===== src/rtl/svm_vector_decoder_if.sv =====
// svm_vector_decoder_if: gate inputs, period marker and measurement outputs of the SVM vector decoder
interface svm_vector_decoder_if;
  logic        synchr_clk;
  logic        enable;
  logic        K1_A_H, K2_A_L, K3_B_H, K4_B_L, K5_C_H, K6_C_L;
  logic [2:0]  vector;
  logic [13:0] meas_t0, meas_t1, meas_t2;
  logic [3:0]  meas_sector;
  logic        meas_valid;
  logic        seq_error;
  logic        shoot_through;
  modport master (
    output synchr_clk, enable, K1_A_H, K2_A_L, K3_B_H, K4_B_L, K5_C_H, K6_C_L,
    input  vector, meas_t0, meas_t1, meas_t2, meas_sector, meas_valid, seq_error, shoot_through
  );
  modport slave (
    input  synchr_clk, enable, K1_A_H, K2_A_L, K3_B_H, K4_B_L, K5_C_H, K6_C_L,
    output vector, meas_t0, meas_t1, meas_t2, meas_sector, meas_valid, seq_error, shoot_through
  );
endinterface


===== src/rtl/svm_vector_decoder.sv =====
// svm_vector_decoder: decodes inverter gate patterns into switching vectors and per-PWM-period dwell/sector measurements
module svm_vector_decoder (
  input  logic                 clk,
  input  logic                 rst,
  svm_vector_decoder_if.slave  bus
);
  logic [2:0]  w_v, w_drv;
  logic [1:0]  w_ones;
  logic        w_short, w_all, w_zero, w_single, w_double;
  logic        w_edge, w_cnt, w_start, w_report, w_pair_bad;
  logic [3:0]  w_sector;
  logic        r_sync_prev, r_armed, r_err;
  logic [13:0] r_t0, r_t1, r_t2;
  logic [2:0]  r_sv, r_dv;
  logic [2:0]  r_vector;
  logic [13:0] r_meas_t0, r_meas_t1, r_meas_t2;
  logic [3:0]  r_meas_sector;
  logic        r_meas_valid, r_seq_error, r_shoot;
  assign w_v      = {bus.K1_A_H, bus.K3_B_H, bus.K5_C_H};
  assign w_drv    = {bus.K1_A_H ^ bus.K2_A_L, bus.K3_B_H ^ bus.K4_B_L, bus.K5_C_H ^ bus.K6_C_L};
  assign w_short  = (bus.K1_A_H & bus.K2_A_L) | (bus.K3_B_H & bus.K4_B_L) | (bus.K5_C_H & bus.K6_C_L);
  assign w_all    = &w_drv;
  assign w_ones   = 2'(w_v[0]) + 2'(w_v[1]) + 2'(w_v[2]);
  assign w_zero   = w_all & (w_ones == 2'd0 | w_ones == 2'd3);
  assign w_single = w_all & (w_ones == 2'd1);
  assign w_double = w_all & (w_ones == 2'd2);
  assign w_edge   = bus.synchr_clk & ~r_sync_prev;
  assign w_cnt    = ~rst & bus.enable;
  assign w_start  = ~w_cnt | w_edge;
  assign w_report = w_cnt & w_edge & r_armed;
  // sector from the first single/double pair recorded in the finished period
  always_comb begin
    w_sector = 4'd0;
    case ({r_sv, r_dv})
      6'b100_110: w_sector = 4'd1;
      6'b010_110: w_sector = 4'd2;
      6'b010_011: w_sector = 4'd3;
      6'b001_011: w_sector = 4'd4;
      6'b001_101: w_sector = 4'd5;
      6'b100_101: w_sector = 4'd6;
      default:    w_sector = 4'd0;
    endcase
  end
  assign w_pair_bad = (r_sv != 3'b0) & (r_dv != 3'b0) & (w_sector == 4'd0);
  // period accumulators; a period edge restarts them with the edge-cycle sample, disable/reset holds them clear
  always_ff @(posedge clk) begin
    r_sync_prev <= ~rst & bus.synchr_clk;
    r_armed     <= w_cnt & (r_armed | w_edge);
    r_t0  <= w_start ? 14'(w_cnt & w_zero)   : r_t0 + 14'(w_zero & ~(&r_t0));
    r_t1  <= w_start ? 14'(w_cnt & w_single) : r_t1 + 14'(w_single & ~(&r_t1));
    r_t2  <= w_start ? 14'(w_cnt & w_double) : r_t2 + 14'(w_double & ~(&r_t2));
    r_sv  <= w_start ? (w_cnt & w_single ? w_v : 3'b0) : (w_single & (r_sv == 3'b0) ? w_v : r_sv);
    r_dv  <= w_start ? (w_cnt & w_double ? w_v : 3'b0) : (w_double & (r_dv == 3'b0) ? w_v : r_dv);
    r_err <= w_start ? 1'b0 : r_err | (w_single & (r_sv != 3'b0) & (r_sv != w_v))
                                    | (w_double & (r_dv != 3'b0) & (r_dv != w_v));
  end
  // registered outputs: decoded vector, sticky shoot-through and the per-period measurement snapshot
  always_ff @(posedge clk) begin
    if (rst) begin
      r_vector      <= 3'b0;
      r_shoot       <= 1'b0;
      r_meas_valid  <= 1'b0;
      r_meas_t0     <= 14'd0;
      r_meas_t1     <= 14'd0;
      r_meas_t2     <= 14'd0;
      r_meas_sector <= 4'd0;
      r_seq_error   <= 1'b0;
    end else begin
      r_vector     <= ~bus.enable ? 3'b0 : w_all ? w_v : r_vector;
      r_shoot      <= r_shoot | w_short;
      r_meas_valid <= w_report;
      if (w_report) begin
        r_meas_t0     <= r_t0;
        r_meas_t1     <= r_t1;
        r_meas_t2     <= r_t2;
        r_meas_sector <= w_sector;
        r_seq_error   <= r_err | w_pair_bad;
      end
    end
  end
  assign bus.vector        = r_vector;
  assign bus.shoot_through = r_shoot;
  assign bus.meas_valid    = r_meas_valid;
  assign bus.meas_t0       = r_meas_t0;
  assign bus.meas_t1       = r_meas_t1;
  assign bus.meas_t2       = r_meas_t2;
  assign bus.meas_sector   = r_meas_sector;
  assign bus.seq_error     = r_seq_error;
endmodule


===== src/flat_wrapper.sv =====
// flat-port wrapper written by rule: the top's interface ports become plain ports
module svm_vector_decoder_flat 
  (clk, rst, bus_synchr_clk, bus_enable, bus_K1_A_H, bus_K2_A_L, bus_K3_B_H, bus_K4_B_L, bus_K5_C_H, bus_K6_C_L, bus_vector, bus_meas_t0, bus_meas_t1, bus_meas_t2, bus_meas_sector, bus_meas_valid, bus_seq_error, bus_shoot_through);
  svm_vector_decoder_if bus_i ();
  input  logic clk;
  input  logic rst;
  input wire logic [$bits(bus_i.synchr_clk)-1:0] bus_synchr_clk;
  input wire logic [$bits(bus_i.enable)-1:0] bus_enable;
  input wire logic [$bits(bus_i.K1_A_H)-1:0] bus_K1_A_H;
  input wire logic [$bits(bus_i.K2_A_L)-1:0] bus_K2_A_L;
  input wire logic [$bits(bus_i.K3_B_H)-1:0] bus_K3_B_H;
  input wire logic [$bits(bus_i.K4_B_L)-1:0] bus_K4_B_L;
  input wire logic [$bits(bus_i.K5_C_H)-1:0] bus_K5_C_H;
  input wire logic [$bits(bus_i.K6_C_L)-1:0] bus_K6_C_L;
  output wire logic [$bits(bus_i.vector)-1:0] bus_vector;
  output wire logic [$bits(bus_i.meas_t0)-1:0] bus_meas_t0;
  output wire logic [$bits(bus_i.meas_t1)-1:0] bus_meas_t1;
  output wire logic [$bits(bus_i.meas_t2)-1:0] bus_meas_t2;
  output wire logic [$bits(bus_i.meas_sector)-1:0] bus_meas_sector;
  output wire logic [$bits(bus_i.meas_valid)-1:0] bus_meas_valid;
  output wire logic [$bits(bus_i.seq_error)-1:0] bus_seq_error;
  output wire logic [$bits(bus_i.shoot_through)-1:0] bus_shoot_through;
  assign bus_i.synchr_clk = bus_synchr_clk;
  assign bus_i.enable = bus_enable;
  assign bus_i.K1_A_H = bus_K1_A_H;
  assign bus_i.K2_A_L = bus_K2_A_L;
  assign bus_i.K3_B_H = bus_K3_B_H;
  assign bus_i.K4_B_L = bus_K4_B_L;
  assign bus_i.K5_C_H = bus_K5_C_H;
  assign bus_i.K6_C_L = bus_K6_C_L;
  assign bus_vector = bus_i.vector;
  assign bus_meas_t0 = bus_i.meas_t0;
  assign bus_meas_t1 = bus_i.meas_t1;
  assign bus_meas_t2 = bus_i.meas_t2;
  assign bus_meas_sector = bus_i.meas_sector;
  assign bus_meas_valid = bus_i.meas_valid;
  assign bus_seq_error = bus_i.seq_error;
  assign bus_shoot_through = bus_i.shoot_through;
  svm_vector_decoder u_core (.clk(clk), .rst(rst), .bus(bus_i));
endmodule

===== config.mk =====
export PLATFORM = sky130hd
export DESIGN_NAME = svm_vector_decoder_flat
export DESIGN_NICKNAME = d
export VERILOG_FILES = /design/src/rtl/svm_vector_decoder_if.sv /design/src/rtl/svm_vector_decoder.sv /design/src/flat_wrapper.sv
export SDC_FILE = /design/constraint.sdc
export NUM_CORES = 1
export LEC_CHECK = 0
export CORE_ASPECT_RATIO = 0.9
export CORE_MARGIN = 2
export CORE_UTILIZATION = 35
export CTS_BUF_LIST = sky130_fd_sc_hd__clkbuf_4 sky130_fd_sc_hd__clkbuf_8 sky130_fd_sc_hd__clkbuf_16
export CTS_CLUSTER_SIZE = 14
export DETAILED_ROUTE_END_ITERATION = 16
export GPL_TIMING_DRIVEN = 0
export HOLD_SLACK_MARGIN = 0.15
export PLACE_DENSITY = 0.62
export SLEW_MARGIN = 20
export SYNTH_ARGS = -nofsm -noshare
export SYNTH_HDL_FRONTEND = slang
export SYNTH_SLANG_ARGS = --single-unit

===== constraint.sdc =====
create_clock -name clk -period 2.85 [get_ports clk]
set_input_delay 0.57 -clock clk [delete_from_list [all_inputs] [get_ports clk]]
set_output_delay 0.57 -clock clk [all_outputs]
set_load 0.01 [all_outputs]

==> results_dict.tcl <==
set metrics [dict create \
    ir_worst_vdd_v 0.000415 \
    ioPinCount 62 \
    synth-compound-area-share 0.0900 \
    hp-class "flop to flop" \
    cp-start-kind "input port" \
    first_pass_iters 4 \
    muxShareOfSynthArea 0.00920 \
    status "finished clean" \
    synthArstFlopShare 0 \
    critPathMaxFanout 7 \
    synthXorXnorAreaFrac 0.0785 \
    leakage_nw 1.93 \
    antenna_found_initial 0 \
    synthesis.area_um2 4350 \
    wl_um 9750 \
    grt_pass1_wl_um 16100 \
    cp-end-kind "flop" \
    cts.reportedPaths.clkPinSlew_ps 70 \
    postRouteAntennaNets 0 \
    root_buffer "clkbuf_16" \
    yosysWarnings 0 \
    worstMarginPinSlew_ps 550 \
    num_antenna_cells 0 \
    chipHeight_um 110 \
    nets 593 \
    wire_per_inst_um 13.2 \
    final_cell_mix "103 x nand2_1, 96 x dfxtp_1, 57 x clkdlybuf4s50_1, 53 x a21oi_1, 48 x nor2_1" \
    max-cap-violations 0 \
    drt-vias-per-instance 4.88 \
    rsz0062_at_grt "yes" \
    placement.io_buffers 60 \
    synth-simple-area-share 0.262 \
    grt_overflow_total 0 \
    cts_tree "built" \
    max_stage_delay_ps 570 \
    hold_viol_final 0 \
    syn_nets 522 \
    coreArea_um2 12100 \
    slew_violations 0 \
    critPathTopFamily "adder cells" \
    area_growth_syn_to_layout_pct 26.6 \
    period_needed_ps 2720 \
    place.gp.congestion 0.830 \
    fin_crit_sh 0.955 \
    vias 3590 \
    dpl.cell_count 720 \
    cp_cell_sequence "clkbuf_4, inv_1, fa_1, ha_1, nand4_1, nor2_1, ha_2, ha_4, nand3_4, nor4_4, xnor2_1, nor2_1" \
    row_count 38 \
    htree_levels 3 \
    insertion_delay_ps 350 \
    cts_buffers 9 \
    layout-drive-gt1-share 0.0868 \
    die-area_um2 13300 \
    fin_tns_setup_ps 0 \
    drc 0 \
    skew_ps 11.5 \
    grt_pass1_vias 3307 \
    worst_ep_required_time_ps 3070 \
    synth_adder_area_share 0.0362 \
    arrival_ps 2940 \
    start_util 0.360 \
    dpl.hpwl_um 7120 \
    slowest_stage "fa_1" \
    grt_use_total 0.155 \
    synth_edf_count 6 \
    first_iter_violations 146 \
    path_class "input port to flop" \
    dieWidth_um 122 \
    yosysSeqAreaShare 0.483 \
    cpMostUsedCell "nor2_1" \
    setup_viol 0 \
    ctsLongestPathBuffers 2 \
    synth_top_family_by_area "simple AND/OR/NAND/NOR gates" \
    grt_max_degree 19 \
    path_buf_inv 2 \
    ys_ff_latch 102 \
    synth_cell_types 47 \
    synthCells 500 \
    final_cells 736 \
    syn-mean-instance-area_um2 8.70 \
    final_common_cell "nand2_1" \
    clock_sinks 102 \
    fmax_mhz 368 \
    max-slew-margin-rel 0.634 \
    power_density_nw_per_um2 511 \
    synth_ff_type "dfxtp_1" \
]
per-stage QoR:
| step | hold slack, ps | setup slack [ps] | util | power (mW) | cell area [um^2] |
|---|---|---|---|---|---|
| floorplan | 445 | 142 | - | 1.58 | 4350 |
| global placement | 444 | -891 | 0.427 | 1.63 | 5150 |
| detailed placement | 447 | -902 | 0.427 | 1.64 | 5150 |
| CTS | 456 | 3.58 | 0.454 | 2.84 | 5480 |
| global route | 474 | -31.8 | 0.456 | 2.92 | 5510 |
| finish | 452 | 129 | 0.456 | 2.81 | 5510 |
cells in the mapped netlist (8+ instances only):
library cell,n,area [um^2]
nand3_1,14,70.1
nor2_1,48,180
a21oi_1,53,265
nand2_1,103,387
xnor2_1,12,105
xor2_1,27,236
nand4_1,16,100
clkbuf_1,14,52.6
ha_1,11,138
and2_1,8,50.1
and3_1,8,50.1
dfxtp_1,96,1920
tightest hold or removal path, stage by stage (launching register included):
cell	delay [ps]
dfxtp_1	310
nand2_1	50
a21oi_1	50
layer usage:
metal | GRT usage | vias to the layer above | routed length, um
li1 | - | 1841 | -
met1 | 0.200 | 1663 | 4550
met2 | 0.252 | 79 | 4550
met3 | 0.0539 | 7 | 567
met4 | 0.0320 | 0 | 86
met5 | 0 | - | 0
power by group:
group | switching [mW] | internal [mW]
combinational | 0.0846 | 0.0588
sequential | 0.0115 | 1.45
clock | 0.577 | 0.632
sequential cells by signal, summed over array words and instances, names as in the netlist:
signal	cells
u_core.bus.meas_sector	3
u_core.bus.vector	3
u_core.r_armed	1
u_core.r_t0	14
u_core.bus.meas_t2	14
u_core.bus.shoot_through	1
u_core.r_sv	3
u_core.r_err	1
u_core.r_dv	3
u_core.r_t2	14
u_core.bus.meas_t0	14
u_core.bus.seq_error	1
u_core.r_sync_prev	1
u_core.bus.meas_valid	1
u_core.bus.meas_t1	14
u_core.r_t1	14
worst paths after layout:
kind | depth (start not counted) | start | slack [ps] | endpoint
worst max-delay path | 12 | bus_K5_C_H | 130 | u_core.r_t2[10]$_SDFF_PN0_
worst min-delay path | 2 | u_core.bus.meas_t1[4]$_SDFFE_PP0P_ | 450 | u_core.bus.meas_t1[4]$_SDFFE_PP0P_
worst max register to register | 9 | u_core.r_t1[7]$_SDFF_PN0_ | 790 | u_core.r_t1[5]$_SDFF_PN0_
worst min register to register | 2 | u_core.bus.meas_t1[4]$_SDFFE_PP0P_ | 450 | u_core.bus.meas_t1[4]$_SDFFE_PP0P_
what timing repair did:
item                                    in CTS  in global routing
hold buffers                                 0                  0
endpoints found under the setup margin      34                 18
cloned                                       0                  0
resized for setup                           17                 13
endpoints found under the hold margin        0                  0
buffers inserted                             0                  1
pin swaps                                    2                  1
cells by family after synthesis:
logic type	count (synthesis)
AOI/OAI and AO/OA	72
xor gates and xnor gates	39
muxes	4
DFF	102
and+or+nand+nor	234
adders and majority gates	12
other	1
buffers and inverters	36
area by class of cell:
cell class	count	area [um^2]
multi-input combinational	362	2150
inverter	6	22.5
fill	1217	6570
buffer	29	146
clock inverter	6	55.1
sequential	102	2100
timing repair buffer	61	596
clock buffer	10	239
tap	160	200
(Power assumes the default switching activity.)
